<file path="src/rtl/hazard_pkg.sv">
// hazard_pkg: shared types and constants for the pipeline hazard controller.
//   state_t        controller FSM state encoding
//   REG_W          architectural register index width
//   DRAIN_CYC_DEF  default halt drain length (EX, MEM, WB)
//   CNT_W_DEF      default stall counter width
package hazard_pkg;

    localparam int REG_W         = 3;
    localparam int DRAIN_CYC_DEF = 3;
    localparam int CNT_W_DEF     = 16;

    typedef enum logic [1:0] {
        RST_BUB = 2'd0,
        RUN     = 2'd1,
        HALT    = 2'd2
    } state_t;

endpackage

</file>
<file path="src/rtl/raw_detect.sv">
// raw_detect: combinational read-after-write comparator for one producing stage.
// Ports:
//   rs, rt          source registers of the instruction in ID
//   use_rs, use_rt  the matching source is actually read
//   rd              destination register of the producing stage
//   wr_en           producing stage writes rd
//   hit             a used source matches a written destination
module raw_detect
    import hazard_pkg::*;
(
    input  logic [REG_W-1:0] rs,
    input  logic [REG_W-1:0] rt,
    input  logic             use_rs,
    input  logic             use_rt,
    input  logic [REG_W-1:0] rd,
    input  logic             wr_en,
    output logic             hit
);

    // r0 is an ordinary register here, so no zero-index exclusion.
    assign hit = wr_en & ((use_rs & (rs == rd)) | (use_rt & (rt == rd)));

endmodule

</file>
<file path="src/rtl/hazard_ctrl.sv">
// hazard_ctrl: pipeline hazard and stall controller for the five-stage core.
// Sole driver of the pipeline register enables, the IF/ID and ID/EX flushes
// and the PC write enable.
//
// Build option: HAZ_FWD_EN -- when defined, forwarding covers ALU results and
// only load-use stalls; when undefined, any producer match in ID/EX or EX/MEM
// stalls until it retires past EX/MEM.
//
// Ports:
//   clk, rst                     core clock, async active-low reset
//   if_id_rs/rt, if_id_use_rs/rt sources of the instruction in ID
//   if_id_halt                   instruction in ID is HALT
//   id_ex_rd/regwrite/memread    producer in ID/EX
//   ex_mem_rd/regwrite           producer in EX/MEM
//   br_taken_ex                  taken branch/jump resolved in EX
//   icache_busy, dcache_busy     cache miss in progress
//   pc_wrt, wrt_*                PC and pipeline register enables
//   flush_IF_ID, flush_ID_EX     synchronous clear to NOP
//   halted                       pipeline drained after HALT
//   stall_cycles                 saturating count of stalled RUN cycles
//
// state   | meaning
// --------+-----------------------------------------------------------
// RST_BUB | single cycle after reset: flush IF/ID and ID/EX, hold PC
// RUN     | normal issue, hazard priority rules applied
// HALT    | HALT accepted: fetch frozen, drain down-counter running
module hazard_ctrl
    import hazard_pkg::*;
#(
    parameter int DRAIN_CYC = DRAIN_CYC_DEF,
    parameter int CNT_W     = CNT_W_DEF
) (
    input  logic             clk,
    input  logic             rst,
    input  logic [REG_W-1:0] if_id_rs,
    input  logic [REG_W-1:0] if_id_rt,
    input  logic             if_id_use_rs,
    input  logic             if_id_use_rt,
    input  logic             if_id_halt,
    input  logic [REG_W-1:0] id_ex_rd,
    input  logic             id_ex_regwrite,
    input  logic             id_ex_memread,
    input  logic [REG_W-1:0] ex_mem_rd,
    input  logic             ex_mem_regwrite,
    input  logic             br_taken_ex,
    input  logic             icache_busy,
    input  logic             dcache_busy,
    output logic             pc_wrt,
    output logic             wrt_IF_ID,
    output logic             wrt_ID_EX,
    output logic             wrt_EX_MEM,
    output logic             wrt_MEM_WB,
    output logic             flush_IF_ID,
    output logic             flush_ID_EX,
    output logic             halted,
    output logic [CNT_W-1:0] stall_cycles
);

    state_t           state, state_nxt;
    logic             redir_pend, redir_pend_nxt;
    logic [1:0]       drain, drain_nxt;
    logic [CNT_W-1:0] stall_cnt;
    logic             id_ex_hit, ex_mem_hit;
    logic             raw_stall;

    raw_detect u_raw_id_ex (
        .rs     (if_id_rs),
        .rt     (if_id_rt),
        .use_rs (if_id_use_rs),
        .use_rt (if_id_use_rt),
        .rd     (id_ex_rd),
        .wr_en  (id_ex_regwrite),
        .hit    (id_ex_hit)
    );

    raw_detect u_raw_ex_mem (
        .rs     (if_id_rs),
        .rt     (if_id_rt),
        .use_rs (if_id_use_rs),
        .use_rt (if_id_use_rt),
        .rd     (ex_mem_rd),
        .wr_en  (ex_mem_regwrite),
        .hit    (ex_mem_hit)
    );

`ifdef HAZ_FWD_EN
    logic unused_ex_mem_hit;
    assign unused_ex_mem_hit = ex_mem_hit;
    assign raw_stall = id_ex_memread & id_ex_hit;
`else
    // Load-use is a subset of the ID/EX match, so it needs no separate term.
    logic unused_memread;
    assign unused_memread = id_ex_memread;
    assign raw_stall = id_ex_hit | ex_mem_hit;
`endif

    // State register and counters.
    always_ff @(posedge clk or negedge rst) begin
        if (!rst) begin
            state      <= RST_BUB;
            redir_pend <= 1'b0;
            drain      <= 2'd0;
            stall_cnt  <= '0;
        end else begin
            state      <= state_nxt;
            redir_pend <= redir_pend_nxt;
            drain      <= drain_nxt;
            if ((state == RUN) && !pc_wrt && (stall_cnt != '1))
                stall_cnt <= stall_cnt + 1'b1;
        end
    end

    // Next-state logic.
    always_comb begin
        state_nxt      = state;
        redir_pend_nxt = redir_pend;
        drain_nxt      = drain;
        case (state)
            RST_BUB: state_nxt = RUN;
            RUN: begin
                // A dcache freeze holds everything, including a pending redirect.
                if (!dcache_busy) begin
                    if (br_taken_ex)
                        redir_pend_nxt = icache_busy;
                    else if (!icache_busy)
                        redir_pend_nxt = 1'b0;
                    if (!br_taken_ex && !raw_stall && !icache_busy && if_id_halt) begin
                        state_nxt = HALT;
                        drain_nxt = 2'(DRAIN_CYC);
                    end
                end
            end
            HALT: begin
                if (drain != 2'd0)
                    drain_nxt = drain - 2'd1;
            end
            default: state_nxt = RST_BUB;
        endcase
    end

    // Output logic.
    always_comb begin
        pc_wrt      = 1'b1;
        wrt_IF_ID   = 1'b1;
        wrt_ID_EX   = 1'b1;
        wrt_EX_MEM  = 1'b1;
        wrt_MEM_WB  = 1'b1;
        flush_IF_ID = 1'b0;
        flush_ID_EX = 1'b0;
        halted      = 1'b0;
        case (state)
            RST_BUB: begin
                pc_wrt      = 1'b0;
                flush_IF_ID = 1'b1;
                flush_ID_EX = 1'b1;
            end
            RUN: begin
                if (dcache_busy) begin
                    pc_wrt     = 1'b0;
                    wrt_IF_ID  = 1'b0;
                    wrt_ID_EX  = 1'b0;
                    wrt_EX_MEM = 1'b0;
                    wrt_MEM_WB = 1'b0;
                end else if (br_taken_ex) begin
                    flush_IF_ID = 1'b1;
                    flush_ID_EX = 1'b1;
                end else if (raw_stall) begin
                    pc_wrt      = 1'b0;
                    wrt_IF_ID   = 1'b0;
                    flush_ID_EX = 1'b1;
                end else if (icache_busy) begin
                    pc_wrt      = 1'b0;
                    flush_IF_ID = 1'b1;
                end else if (if_id_halt) begin
                    pc_wrt = 1'b0;
                end
                // The fetch completing after a redirect belongs to the old path.
                if (!dcache_busy && !br_taken_ex && redir_pend && !icache_busy)
                    flush_IF_ID = 1'b1;
            end
            HALT: begin
                pc_wrt      = 1'b0;
                wrt_IF_ID   = 1'b0;
                flush_ID_EX = 1'b1;
                halted      = (drain == 2'd0);
            end
            default: begin
                pc_wrt      = 1'b0;
                flush_IF_ID = 1'b1;
                flush_ID_EX = 1'b1;
            end
        endcase
    end

    assign stall_cycles = stall_cnt;

endmodule

</file>
<file path="config.mk">
export PLATFORM = sky130hd
export DESIGN_NAME = hazard_ctrl
export DESIGN_NICKNAME = d
export VERILOG_FILES = /design/src/rtl/hazard_pkg.sv /design/src/rtl/raw_detect.sv /design/src/rtl/hazard_ctrl.sv
export SDC_FILE = /design/constraint.sdc
export NUM_CORES = 1
export LEC_CHECK = 0
export ABC_AREA = 0
export CAP_MARGIN = 20
export CORE_AREA = 5 5 60 62
export DETAILED_ROUTE_END_ITERATION = 6
export DIE_AREA = 0 0 65 67
export MAX_ROUTING_LAYER = met4
export PLACE_DENSITY = 0.84
export RECOVER_POWER = 50
export REMOVE_ABC_BUFFERS = 1
export SKIP_CTS_REPAIR_TIMING = 1
export SYNTH_ARGS = -nofsm -noshare
export SYNTH_HDL_FRONTEND = slang
export SYNTH_HIERARCHICAL = 1
export SYNTH_SLANG_ARGS = --single-unit
</file>
<file path="constraint.sdc">
create_clock -name clk -period 2.2 [get_ports clk]
set_clock_uncertainty 0.15 [all_clocks]
set_input_delay 0.33 -clock clk [delete_from_list [all_inputs] [get_ports clk]]
set_output_delay 0.33 -clock clk [all_outputs]
set_load 0.02 [all_outputs]
</file>
==> results of run 1 <==
-- layer usage --
metal	global-route usage (%)	up-vias	routed length [um]
met3	3.204	6	89
li1	-	584	-
met5	-	-	0
met1	17.49	582	1342
met4	4.485	0	49
met2	27.97	23	1908
-- cells in the mapped netlist, drive strengths merged --
cell,instances
nand2,11
mux2,1
o21bai,1
a21oi,4
or2,1
nand3,6
and2,1
dfrtp,21
o311ai,2
and2b,3
or2b,2
nor3,7
o211ai,1
a41o,1
xor2,12
or3,1
or4,2
o21ai,5
ha,2
nand2b,1
nor4,2
a41oi,1
a21boi,3
nand4,6
nor2,10
a21o,1
inv,7
xnor2,15
buf,3
-- where the power goes --
part | internal [W] | switching, W | total (W)
combinational | 0.000283 | 0.000282 | 0.000566
sequential | 0.000456 | 0.0000920 | 0.000548
clock | 0.0000679 | 0.000119 | 0.000187
-- cell families after synthesis --
logic type      count (synthesis)  share of synthesized area [%]
simple gates                   53                          22.94
compound gates                 19                          10.43
xor+xnor                       27                          18.60
fa+ha+maj                       2                          1.968
mux                             1                         0.8858
flops                          21                          41.34
buf+inv                        10                          3.839
-- area by class of cell --
cell class,count,area (um2)
inverters,7,26.28
multi-input cells,102,774.5
fillers,224,1020
flip-flops and latches,21,525.5
clock inverters,1,5.005
repair buffers,60,563.0
well taps,33,41.29
clock buffers,3,22.52
-- state kept, by name, summed over array words and instances (netlist names) --
| signal | count |
|---|---|
| drain | 2 |
| redir_pend | 1 |
| stall_cycles | 16 |
| state | 2 |
-- through the flow --
stage               area (um2)  setup WS [ns]  power [W]  hold slack, ns
finish                    1958        0.03199   0.001300          0.3553
global placement          1858        -0.7388   0.001078          0.3309
global route              1958       -0.05759   0.001389          0.3742
detailed placement        1858        -0.8077   0.001097          0.3358
floorplan                 1249        0.02716  0.0008041         -0.1156
CTS                       1886        -0.8158   0.001289          0.2021
-- final timing paths --
check / startpoint / to / slack (ns)
worst max register to register: stall_cycles[3]$_DFFE_PN0P_ / stall_cycles[14]$_DFFE_PN0P_ / 0.17
worst max-delay path: if_id_rt[0] / stall_cycles[1]$_DFFE_PN0P_ / 0.03
max in group asynchronous: rst / stall_cycles[5]$_DFFE_PN0P_ / 0.63
worst min-delay path: stall_cycles[14]$_DFFE_PN0P_ / stall_cycles[14]$_DFFE_PN0P_ / 0.36
min in group asynchronous: rst / stall_cycles[15]$_DFFE_PN0P_ / 0.59
worst min register to register: stall_cycles[14]$_DFFE_PN0P_ / stall_cycles[14]$_DFFE_PN0P_ / 0.36
-- worst max-delay path, cell delays in order --
cell and delay [ns]:
dlymetal6s2s_1 0.15, xnor2_1 0.14, nand4_1 0.15, a21boi_4 0.08
or4_4 0.53, buf_6 0.14, o211ai_4 0.20, a41o_4 0.16
mux2_2 0.33
==> metrics.txt, run 1 <==
antenna violations before repair 0; ANT nets after route 0; crit path launch type primary input; first-pass GRT wire length 5216 um; RePlAce Congestion 0.8603; wire length after detailed routing 3390 um; max-cap violation count 0; crit-path max FO 4; area grow syn2layout 54.04%; crit path capture type flop; Die Area 4355 um2; CTS H-tree lvls 1; Reg2Reg Depth 5; type of the worst min-delay path reg2reg; total global-route track usage 15.58%; Final HPWL DP 2566 um; Final TNS setup 0 ns; maximum operating frequency 461.3 MHz; Max Root-Sink Buffers 2; WHS Path Cells 1; Final Setup Violations 0; Gate Count Post-Synth 133; Seq/Total Area, Yosys 41.34%; area leader, netlist dfrtp_1; clk_lat worst skew around 0.31 ns; nets 220; Die Span X 65 um; n_diodes 0; ranking of synthesized cells by area dfrtp_1 (41%), xnor2_1 (10%), xor2_1 (8.3%); Remaining DRCs 0; power per cell area between 600 and 700 nW/um2; static leakage 1.013 nW; Synth warnings 6; Worst slew margin 24.77%; Least-Margin Pin Slew approximately 1.1 ns; run status completed; CTS buffer count 3; Vias per Instance 5.264; Placed Instances 222; Unique masters post-synth 34; post-route minimum period 2.168 ns; Util after Layout 65.76%; routed len/inst 14.93 um; num rows 20; die height around 67 um; Initial Util between 40% and 50%; synthesized area 1271 um2; first drt pass iteration count 4; Critical Path AT roughly 2.2 ns; share of the synthesized area in the top cell type between 40% and 50%; synthesized flop and latch total 21; most frequent cells in the layout dfrtp_1 (21), clkdlybuf4s50_1 (21), xnor2_1 (13); final worst path period share 98.55%; initial DRC count 21; grt ovf 0; Core Region 2978 um2; critical path type in2reg; clock transition at the registers of the reported paths 0.12 ns; number of global-route vias before repair 1171; largest net degree at the start of global routing 22; Root Buffer clkbuf_4; Synth Area per Inst 9.558 um2; Final Max Slew Viols 0; Worst VDD drop 0.5593 mV; fraction of layout cells with a size suffix above 1 23.20%; total number of vias 1195; TritonCTS clock tree yes; Sink Count 21; Critical Path RT around 2.3 ns; endpoints failing hold 0; buffers added on ports 45; I/O pin total 47; Cell Count, Final, Fillers Out 227
(Power assumes the default switching activity.)
==> inputs of run 2 (changes only) <==
--- a/config.mk
+++ b/config.mk
@@ -12,7 +12,7 @@
 export DIE_AREA = 0 0 65 67
 export MAX_ROUTING_LAYER = met4
 export PLACE_DENSITY = 0.84
-export RECOVER_POWER = 50
+export RECOVER_POWER = 100
 export REMOVE_ABC_BUFFERS = 1
 export SKIP_CTS_REPAIR_TIMING = 1
 export SYNTH_ARGS = -nofsm -noshare
==> results of run 2 <==
No change in the layout: final DEF, timing and power equal those of run 1.
